## src/rtl/dff_reg.sv

```systemverilog
// WIDTH-bit register with async reset to RST_VAL, sync clear, load and increment.
// Define DFF_REG_SHIFT_EN to add the sh/sin shift-left path (priority below ld, above inc).
module dff_reg #(
  parameter int               WIDTH   = 4,
  parameter logic [WIDTH-1:0] RST_VAL = '0
) (
  input  logic             clk,
  input  logic             n_rst,
  input  logic             clr,
  input  logic             ld,
  input  logic             inc,
`ifdef DFF_REG_SHIFT_EN
  input  logic             sh,
  input  logic             sin,
`endif
  input  logic [WIDTH-1:0] din,
  output logic [WIDTH-1:0] dout,
  output logic             co
);

  logic [WIDTH-1:0] r_q;
  logic [WIDTH-1:0] w_next;
  logic             w_all_ones;
  logic             w_cnt_sel;

`ifdef DFF_REG_SHIFT_EN
  logic [WIDTH-1:0] w_shift;

  generate
    if (WIDTH == 1) begin : g_shift_w1
      assign w_shift = sin;
    end else begin : g_shift_wn
      assign w_shift = {r_q[WIDTH-2:0], sin};
    end
  endgenerate

  assign w_cnt_sel = inc & ~clr & ~ld & ~sh;
`else
  assign w_cnt_sel = inc & ~clr & ~ld;
`endif

  // Strict priority chain: a higher-priority control masks X on any lower one.
  always_comb begin
    w_next = r_q;
    if (clr) begin
      w_next = '0;
    end else if (ld) begin
      w_next = din;
`ifdef DFF_REG_SHIFT_EN
    end else if (sh) begin
      w_next = w_shift;
`endif
    end else if (inc) begin
      w_next = r_q + 1'b1;
    end
  end

  always_ff @(posedge clk or negedge n_rst) begin
    if (!n_rst) begin
      r_q <= RST_VAL;
    end else begin
      r_q <= w_next;
    end
  end

  assign w_all_ones = &r_q;
  assign co         = w_cnt_sel & w_all_ones;
  assign dout       = r_q;

endmodule

```

## config.mk

```make
export PLATFORM = sky130hd
export DESIGN_NAME = dff_reg
export DESIGN_NICKNAME = d
export VERILOG_FILES = /design/src/rtl/dff_reg.sv
export SDC_FILE = /design/constraint.sdc
export NUM_CORES = 1
export LEC_CHECK = 0
export ABC_AREA = 0
export CAP_MARGIN = 20
export CORE_AREA = 3 3 40 42
export CTS_BUF_LIST = sky130_fd_sc_hd__clkbuf_16
export CTS_CLUSTER_DIAMETER = 30
export CTS_CLUSTER_SIZE = 10
export DETAILED_ROUTE_END_ITERATION = 10
export DIE_AREA = 0 0 43 45
export PLACE_DENSITY = 0.49
export SLEW_MARGIN = 20
export SYNTH_ARGS = -nofsm -noshare
export SYNTH_HDL_FRONTEND = slang
export SYNTH_SLANG_ARGS = --single-unit
```

## constraint.sdc

```tcl
create_clock -name clk -period 1.48 [get_ports clk]
set_input_delay 0.296 -clock clk [delete_from_list [all_inputs] [get_ports clk]]
set_output_delay 0.296 -clock clk [all_outputs]
set_load 0.03 [all_outputs]
```

# Yosys cells after proc, flatten, opt, wreduce, memory -nomap -nowiden
# Index checks and enable logic that the tools add are counted.
[totals]
register_bits = 4
input_bits = 9
out_inout_bits = 5
word_cells = 12
[op_classes]
addsub = 1
muxes = 3
n_bitwise = 5
n_reduce_logical = 2
[op_table]
columns = ["operator", "n"]
rows = [
  ["4-bit 2-to-1 mux", 3],
  ["4-bit by 1-bit adder with 4-bit output (second input constant)", 1],
  ["4-bit AND reduction", 1],
  ["1-bit AND", 3],
  ["3-bit nonzero test", 1],
  ["1-bit NOT", 2],
]

# Depth between registers and ports, before layout
[depth]
depth_word = 4
mapped_depth = 4
mapped_depth_nobuf = 4

# Worst setup path before layout
# OpenSTA, ideal clock, no wires.
[synth_path]
path_kind = "reg-to-output"
start = "reg r_q[0] (netlist: dout[0])"
end = "out co"
t_arrival_ns = 1.765
t_required_ns = 1.184
path_slack_ns = -0.581
stages_incl_launch_ff = 4
path_buffers = 0
path_cell_list = "dfrtp_1 > ha_1 > nand2_1 > nor4_1"
[synth_via]
elab_chain_cells = 2
[synth_rtl]
columns = ["element", "line", "text"]
rows = [
  ["from (decl)", "21", "logic [WIDTH-1:0] r_q;"],
  ["from (signal assigned)", "62", "r_q <= w_next;"],
  ["4-bit AND reduction", "66", "assign w_all_ones = &r_q;"],
  ["1-bit AND", "67", "assign co = w_cnt_sel & w_all_ones;"],
  ["to (decl)", "18", "output logic co"],
]
# Every way passes these cells.

# Worst setup path after layout
[layout_path]
start = "reg r_q[2] (netlist: dout[2])"
end = "out co"
# The elaborated chain is that of the path after synthesis.

==> reports/qor.yml <==
routing:
  dr_wl_met3_microns: 63
  wl_met2_microns: 326
  drcViolationCount: 0
  first_iter_violations: 2
  wl_met1_microns: 275
  final_antenna_net_count: 0
  first_pass_iters: 2
  wire_per_inst_microns: 11.1
  viasPerCell: 4.13
  top_layer: "met4"
  wirelength_microns: 689
  route.vias.total: 256
power:
  power_density_nw_per_um2: 1220
  p_sw_uw: 138
  peakVddDrop_mv: 0.660
  power_uw: 662
  p_seq_share_pct: 19.5
  p_leak_uw: 0.000270
  clkPwrFrac_pct: 64.2
  pwr-share-comb_pct: 16.3
  switching_share_pct: 20.8
  intPower_uw: 524
layout:
  fin_area_sq_um: 543
  nets: 58
  largest_register_ffs: 4
  n_antenna_cell: 0
  layout_common_cells: "dlygate4sd2_1 (7), buf_4 (7), clkdlybuf4s50_1 (5)"
  drive_gt1_share_pct: 36.2
  syn_to_final_growth_pct: 131
  finalNonFillerCells: 62
critical_path:
  path_cells: "buf_6 > nand2_4 > nor4_4 > buf_4"
  cp_data_required_time_ps: 1180
  cpPeakStageDelay_ps: 350
  crit_path_start_kind: "flip-flop"
  critPathSlowestCell: "dfrtp_1"
  crit_path_end_kind: "primary output"
  worstPathMaxFanout: 3
  critPathArrivalTime_ps: 1170
  critPathKind: "reg2out"
  crit_family: "flip-flops"
  crit_buf_inv: 2
timing:
  period_needed_ps: 1470
  hold-worst-slack_ps: 270
  setup_viol: 0
  tightest_slew_ps: 311
  finClkSkew_ps: 0.804
  max_freq_mhz: 682
  drv_slew: 0
  hold_violations: 0
  slew_headroom_pct: 79.3
  period_share_pct: 99.1
  rsz0062_at_grt: "yes"
global_routing:
  grt_overflow: 0
  grt_first_pass_wirelength_mm: 1.14
  antenna_found_initial: 0
  grt_pass1_vias: 264
  grt_start_max_net_pins: 7
  track_usage_pct: 8.54
clock_tree:
  cts_root_buf: "clkbuf_16"
  cts_tree: "built"
  hold_buffers: 0
  insertion_delay_ps: 220
  clk_pin_slew_ps: 30
  cts_buffers: 3
  cts_sinks: 4
  cts_buffer_depth: 2
  htreeDepth: 1
synthesis:
  syn_inst: 24
  synth.avg_cell_area_sq_um: 9.80
  yosys_warnings: 0
  syn_area_sq_um: 235
  yosysUniqueCellTypes: 14
  synth_seq_cells: 4
  syn_nets: 34
  ys_seq_area_share_pct: 42.6
floorplanning:
  start_util_pct: 18.3
  rows: 13
  dieArea_sq_um: 1940
  core_sq_um: 1280
  dieWidth_microns: 43
  die_y_microns: 45
  pin_count: 14
place:
  dpl.cell_count: 56
  dp_hpwl_microns: 525
  place_congestion: 0.723
  dpl_cell_area_sq_um: 447
  portBuffers: 13
status:
  outcome: "finished, final reports clean"
hold_path:
  hold_path.class: "in2async"
run:
  maxCapViolCount: 0
-- final timing paths --
kind                         start  endpoint  slack [ps]  cells after the start
min                          n_rst   dout[1]         270                      1
max reg2reg                dout[0]   dout[1]         240                      4
max                        dout[2]        co          10                      4
min in group clk               clr   dout[1]         570                      3
min reg2reg                dout[3]   dout[3]         700                      2
max in group asynchronous    n_rst   dout[0]        1040                      1
-- synth_stat cells (all sizes together) --
master	count	area [sq um]
dfrtp	4	100
a21oi	2	10.0
inv	2	7.51
mux2i	2	20.0
nand2	2	7.51
nor2	2	7.51
o21a	2	15.0
xnor2	2	17.5
buf	1	5.00
ha	1	12.5
mux2	1	11.3
nand4	1	6.26
nor4	1	6.26
xor2	1	8.76
-- cells by family after synthesis --
kind of cell	count (synthesis)	synth area share, %
xor+xnor	3	11.2
fa+ha+maj	1	5.32
simple gates	6	11.7
flops	4	42.6
buf+inv	3	5.32
compound gates	4	10.6
mux	3	13.3
-- through the flow --
step,setup WS (ps),util [%],setup TNS (ps)
3_5_place_dp,-124,34.8,-196
4_1_cts,0.133,42.3,0
3_3_place_gp,-108,34.8,-158
6_report,12.7,42.3,0
5_1_grt,-35.3,42.3,-35.3
2_1_floorplan,15.0,-,0
-- final cells by class --
class                      instances  area (sq um)
fill                             129           742
timing repair buffer              20           175
multi-input combinational         17           160
sequential                         4           103
clock buffer                       3          75.1
tap                               15          18.8
inverter                           2          7.51
clock inverter                     1          3.75
-- power by group through the flow --
| stage | clock [uW] | sequential (uW) | combinational, uW |
|---|---|---|---|
| 6_report | 425 | 129 | 108 |
| 5_1_grt | 447 | 130 | 117 |
| 4_1_cts | 433 | 129 | 110 |
| 3_5_place_dp | 0 | 131 | 106 |
| 3_3_place_gp | 0 | 131 | 105 |
| 2_1_floorplan | 0 | 148 | 30.1 |
-- per-layer routing --
metal | vias to the layer above | global-route usage, %
li1 | 126 | -
met1 | 117 | 8.80
met3 | 4 | 4.38
met5 | - | 0
met4 | 0 | 9.04
met2 | 9 | 12.0
-- repair_timing --
action | 4_1_cts | 5_1_grt
setup buffers | 2 | 0
hold endpoints to repair | 0 | 0
resized for setup | 10 | 0
setup endpoints to repair | 5 | 1
pin swaps | 2 | 0
(Power assumes the default switching activity.)
==> patch, RTL diff (same settings) <==
Set the parameter `WIDTH` to 3 (it was 4).
--- a/src/rtl/dff_reg.sv
+++ b/src/rtl/dff_reg.sv
@@ -1,7 +1,7 @@
 // WIDTH-bit register with async reset to RST_VAL, sync clear, load and increment.
 // Define DFF_REG_SHIFT_EN to add the sh/sin shift-left path (priority below ld, above inc).
 module dff_reg #(
-  parameter int               WIDTH   = 4,
+  parameter int               WIDTH   = 3,
   parameter logic [WIDTH-1:0] RST_VAL = '0
 ) (
   input  logic             clk,
Interface: changed (resized din and dout); port bits go from 14 to 12. The function was not compared with the original's and may differ.
==> patch against the original RTL <==
The run now ends with setup timing left; power down 8.7%; worst setup slack worse by 76 ps; synthesized area down 20%; clock skew up 1.1 ps; count of clock-buffer cells in the layout unchanged; routed wire length down 21%; worst hold slack worse by 13 ps; clock power about the same; design area down 19%; register-to-register slack worse by 40 ps; sequential cell count down 1; critical path type unchanged.
==> patch: results <==
set metrics [dict create \
    status "finished, violations left" \
    violations "setup timing" \
    ir_worst_vdd_v 0.000726 \
    timing.setup.tns_ps -63.6 \
    synth_adder_area_share_pct 13.3 \
    regArea_um2 77.6 \
    drt_wl_total_um 543 \
    multi_input_area_share_pct 28.3 \
    vias_per_cell 4.02 \
    grt_max_degree 5 \
    ys_types 10 \
    synth_mux_area_share_pct 10.7 \
    grt_pass1_vias 228 \
    leakage_uw 0.000204 \
    cp_slowest_cell "dfrtp_2" \
    arrival_ps 1250 \
    netlist_instances 17 \
    finalSetupViolCount 1 \
    nMultiInputCombCells 13 \
    cp-startpoint "dout[0]" \
    signal_buffers 15 \
    grt_pass1_wl_um 945 \
    fin_nets 47 \
    dp_cells 46 \
    hold_slack_ps 256 \
    fin_ws_ps -63.6 \
    synth-compound-area-share_pct 14.7 \
    design.seq.count 3 \
    ctsResizeCount 6 \
    first_iter_violations 1 \
]
==> patch: cell types whose count changed in the layout (fill, tap and decap cells not counted), sizes merged, moves of 2 or more <==
cell,unedited run,this run
o21a,2,0
nor2b,0,3
clkdlybuf4s50,5,7
nor2,2,0
buf,8,5
dlygate4sd2,7,3
a21oi,2,0
a211oi,0,3
==> patch: routing by layer <==
metal | global-route usage (%) | wire length (um) | vias to the layer above
li1 | - | - | 98
met3 | 3.98 | 56 | 4
met5 | 0 | 0 | -
met2 | 8.98 | 193 | 14
met4 | 10.8 | 35 | 0
met1 | 8.47 | 258 | 89
==> patch: worst reg2reg max path: stages (launching register included) <==
cell	delay (ps)
dfrtp_2	400
ha_2	180
ha_1	260
mux2i_1	70
a211oi_1	260
==> patch: report_power, final <==
group	internal, uW	switching [uW]
sequential	90.1	5.81
clock	349	76.5
combinational	44.6	38.7
